<file path="src/rtl/ccr_unit.sv">
// Condition-code register stage behind the EX-stage ALU.
// Holds {N,C,Z}, resolves JZ/JN/JC and keeps a small LIFO of flag sets for interrupt nesting.
module ccr_unit #(
  parameter int FLAG_W     = 3,
  parameter int SAVE_DEPTH = 2,
  parameter int CNT_W      = 2
) (
  input  logic              clk,
  input  logic              rst,
  input  logic [FLAG_W-1:0] alu_flags,
  input  logic [FLAG_W-1:0] flag_we,
  input  logic              stall,
  input  logic              flush,
  input  logic [1:0]        jmp_cond,
  input  logic              int_save,
  input  logic              rti_restore,
  output logic [FLAG_W-1:0] ccr,
  output logic              branch_taken,
  output logic [CNT_W-1:0]  save_count,
  output logic              err
);

  localparam int ZERO_B  = 0;
  localparam int CARRY_B = 1;
  localparam int NEG_B   = 2;

  typedef enum logic [1:0] {
    JMP_NONE = 2'b00,
    JMP_Z    = 2'b01,
    JMP_N    = 2'b10,
    JMP_C    = 2'b11
  } jmp_e;

  logic [FLAG_W-1:0] ccr_q, ccr_d;
  logic [CNT_W-1:0]  cnt_q, cnt_d;
  logic              err_q, err_d;
  logic [FLAG_W-1:0] stack_q [SAVE_DEPTH];

  logic [FLAG_W-1:0] test_mask;
  logic [FLAG_W-1:0] nxt;
  logic [FLAG_W-1:0] top;
  logic              push;

  // One-hot selector of the flag the current jump tests.
  always_comb begin
    test_mask = '0;
    unique case (jmp_e'(jmp_cond))
      JMP_Z:   test_mask[ZERO_B]  = 1'b1;
      JMP_N:   test_mask[NEG_B]   = 1'b1;
      JMP_C:   test_mask[CARRY_B] = 1'b1;
      default: test_mask = '0;
    endcase
  end

  // No alu_flags bypass: the decision only sees registered flags.
  assign branch_taken = (|(ccr_q & test_mask)) && !flush;

  // A taken jump clears its tested flag, overriding any write to that bit.
  assign nxt = ((flag_we & alu_flags) | (~flag_we & ccr_q))
             & ~(branch_taken ? test_mask : '0);

  always_comb begin
    top = '0;
    for (int i = 0; i < SAVE_DEPTH; i++) begin
      if (cnt_q == CNT_W'(i + 1)) top = stack_q[i];
    end
  end

  // NOTE: every signal assigned here gets a default first, so no latch is inferred.
  always_comb begin
    ccr_d = ccr_q;
    cnt_d = cnt_q;
    err_d = err_q;
    push  = 1'b0;
    if (!stall && !flush) begin
      if (rti_restore) begin
        if (cnt_q != '0) begin
          ccr_d = top;
          cnt_d = cnt_q - CNT_W'(1);
        end else begin
          ccr_d = nxt;
          err_d = 1'b1;
        end
        if (int_save) err_d = 1'b1;
      end else if (int_save) begin
        ccr_d = nxt;
        if (cnt_q < CNT_W'(SAVE_DEPTH)) begin
          push  = 1'b1;
          cnt_d = cnt_q + CNT_W'(1);
        end else begin
          err_d = 1'b1;
        end
      end else begin
        ccr_d = nxt;
      end
    end
  end

  // NOTE: sequential state uses non-blocking assignments so all registers update together.
  always_ff @(posedge clk or posedge rst) begin
    if (rst) begin
      ccr_q <= '0;
      cnt_q <= '0;
      err_q <= 1'b0;
    end else begin
      ccr_q <= ccr_d;
      cnt_q <= cnt_d;
      err_q <= err_d;
    end
  end

  // NOTE: the save stack is tiny and must read back as zero after reset, so it is reset like any register.
  always_ff @(posedge clk or posedge rst) begin
    if (rst) begin
      for (int i = 0; i < SAVE_DEPTH; i++) stack_q[i] <= '0;
    end else begin
      for (int i = 0; i < SAVE_DEPTH; i++) begin
        if (push && cnt_q == CNT_W'(i)) stack_q[i] <= nxt;
      end
    end
  end

  assign ccr        = ccr_q;
  assign save_count = cnt_q;
  assign err        = err_q;

endmodule

</file>
<file path="config.mk">
export PLATFORM = sky130hd
export DESIGN_NAME = ccr_unit
export DESIGN_NICKNAME = d
export VERILOG_FILES = /design/src/rtl/ccr_unit.sv
export SDC_FILE = /design/constraint.sdc
export NUM_CORES = 1
export LEC_CHECK = 0
export CORE_UTILIZATION = 49
export DETAILED_ROUTE_END_ITERATION = 16
export PLACE_DENSITY = 0.82
export SLEW_MARGIN = 20
export SYNTH_ARGS = -nofsm -noshare
export SYNTH_HDL_FRONTEND = slang
export SYNTH_SLANG_ARGS = --single-unit
export TNS_END_PERCENT = 30
</file>
<file path="constraint.sdc">
create_clock -name clk -period 3.65 [get_ports clk]
set_clock_uncertainty 0.15 [all_clocks]
set_input_delay 0.365 -clock clk [delete_from_list [all_inputs] [get_ports clk]]
set_output_delay 0.365 -clock clk [all_outputs]
set_load 0.1 [all_outputs]
</file>
==> impl_metrics.ini <==
[clock_tree]
clock_sinks = 12
cts_max_level = 1
cts-hold-fix-buffers = 0
cts-root-buf = clkbuf_4
worstSkewPairLatency_ns = 0.28
clock_path_buffers = 2
clk_pin_slew_ns = 0.08
post_cts_buffers = 0
cts_buffers = 3
cts_resized = 0
cts_tree = yes

[final_layout]
final_common_cell = clkdlybuf4s50_1
final_cell_mix = 19 x clkdlybuf4s50_1, 12 x dfrtp_1, 7 x mux2_2
regArea_sq_um = 300
drive_above_1_share_pct = 18.3
diodes = 0
nNetsFinal = 111
multiInputGateArea_sq_um = 410
fin_cells = 108
syn2layout_area_growth_pct = 34.1
fill_cells = 102

[sta]
rsz0062_at_grt = no
slew_violations = 0
hold_viol_final = 0
relSlewSlack_pct = 35.6
period_needed_ns = 2.43
finalSetupViolations = 0
max_freq_ghz = 0.411
worst_slew_pin_slew_ns = 0.962
finalCritPeriodShare_pct = 66.6
setup_tns_ns = 0

[place]
dp.cells = 104
gp_congestion = 0.747
dp_hpwl_um = 1130
io_buffers = 20

[floorplan]
die_h_um = 40.5
dieArea_sq_mm = 0.00164
fp-row-count = 13
core_area_sq_mm = 0.00133
start_util_pct = 54.5
die_w_um = 40.5
num_io_pins = 21

[yosys]
synthCells = 70
synth.distinct_cells = 25
synth_nets = 87
netlist_area_sq_um = 727
yosysWarnings = 0
syn_avg_cell_area_sq_um = 10.4
synth_seq_area_share_pct = 41.3
synth-seq-cells = 12

[power_and_ir_drop]
p_switching_uw = 280
p_int_uw = 318
vdd_ir_drop_max_mv = 0.357
leakage_uw = 0.000432
cellPowerDensity_mw_per_mm2 = 614
power.share.sequential_pct = 31.3
pwr-share-clk_pct = 18.4
combPwrFrac_pct = 50.3
swShare_pct = 46.8

[setup_path]
cp.required_ns = 3.13
worstSetupStartpointType = flip-flop
crit_type = reg -> out
critPathTopFamily = buffers and inverters
crit_chain = clkdlybuf4s50_1
cpMaxStageDelayCell = clkdlybuf4s50_1
critPathMaxFanout = 7
crit_path_end_kind = output pin
cpPeakStageDelay_ns = 1.17
cp.arrival_ns = 1.92
cp.buffers_inverters = 1

[global_routing]
overflow = 0
grt_use_total_pct = 20.2
grt_pass1_vias = 496
grt_antenna_before_repair = 0
grt_max_degree = 13
grt_first_pass_wirelength_um = 2130

[detailed_routing]
drt_wl_total_um = 1480
vias = 615
drt_iter0_drc = 16
viasPerCell = 5.69
drt.antenna.violating_nets = 0
route.detailed.drc = 0
first_pass_iters = 4
routedWlPerCell_um = 13.7

[hold_path]
hold_path.class = in -> async

[outcome]
status = finished clean

[run]
cap_violations = 0
Yosys cell counts:
master	instances	share of area (%)
or2_2	1	0.86
clkbuf_2	1	0.69
a21oi_1	2	1.4
nand3b_1	3	3.1
dfrtp_1	12	41
nand2_1	5	2.6
and4bb_2	2	3.4
nor2_1	4	2.1
o221ai_1	1	1.2
and3b_1	1	1.2
nand3_1	2	1.4
inv_1	3	1.5
o21ai_0	6	4.1
and4b_1	1	1.4
mux2i_1	3	4.1
mux2_2	7	11
a31oi_1	4	3.4
nor3b_2	1	1.7
a22o_1	3	3.6
or2_0	1	0.86
nand2b_1	1	0.86
xnor2_1	1	1.2
nor2_2	1	0.86
and2b_1	1	1.0
ha_1	3	5.2
power groups by stage:
stage	logic, uW	registers (uW)	clock network (uW)
2_1_floorplan	103	310	0
3_3_place_gp	296	189	0
3_5_place_dp	300	190	0
4_1_cts	301	187	110
5_1_grt	319	191	116
6_report	301	187	110
cell type report:
type,count,share of cell area (%)
clock buffer,4,3.72
inverter,3,1.16
sequential,12,30.8
multi-input combinational,54,42.1
tap,15,1.93
timing repair buffer,20,20.3
final timing paths:
check / from / endpoint / slack [ns] / depth (start not counted)
hold / removal: rst / err$_DFFE_PP0P_ / 0.22 / 2
setup / recovery: save_count[1]$_DFFE_PP0P_ / save_count[1] / 1.22 / 1
setup reg to reg: save_count[1]$_DFFE_PP0P_ / save_count[0]$_DFFE_PP0P_ / 1.98 / 5
hold reg to reg: err$_DFFE_PP0P_ / err$_DFFE_PP0P_ / 0.32 / 1
max in group asynchronous: rst / save_count[1]$_DFFE_PP0P_ / 2.82 / 2
min in group clk: err$_DFFE_PP0P_ / err$_DFFE_PP0P_ / 0.32 / 1
flip-flops by register name, indices dropped and copies added (netlist names):
signal      count
stack_q         6
ccr             3
err             1
save_count      2
worst register-to-register path, cell delays in order (launching register included):
cell     delay (ns)
dfrtp_1        0.46
inv_1          0.11
ha_1           0.23
and2b_1        0.26
o21ai_0        0.25
xnor2_1        0.15
logic make-up (layout without fill, tap and decap cells):
kind of cell             Yosys count  after routing  synth area share (%)
multiplexers                      10             10                  15.0
flip-flops                        12             12                  41.3
XOR/XNOR                           1              1                  1.21
AO/OA/AOI/OAI                     16             16                  13.8
adder cells (fa/ha/maj)            3              3                  5.16
buffers and inverters              4             27                  2.24
AND/OR/NAND/NOR                   24             24                  21.3
metal layers:
layer | vias up | track usage, % | share of wire (%)
met1 | 282 | 26.2 | 45
li1 | 304 | - | -
met4 | 0 | 10.0 | 1.6
met2 | 25 | 31.0 | 47
met5 | - | 0 | 0
met3 | 4 | 5.00 | 6.8
per-stage QoR:
| step | power, uW | setup slack, ns | hold slack, ns | utilization (%) | area, sq um |
|---|---|---|---|---|---|
| after floorplan | 414 | 0.588 | 0.0797 | - | 727 |
| after global placement | 485 | 1.50 | 0.303 | 70.4 | 938 |
| after detailed placement | 490 | 1.46 | 0.315 | 70.4 | 938 |
| after CTS | 599 | 1.22 | 0.250 | 73.1 | 975 |
| after global routing | 626 | 1.17 | 0.290 | 73.1 | 975 |
| final | 598 | 1.22 | 0.225 | 73.1 | 975 |
Note: power is estimated with default switching activity, not from simulation.
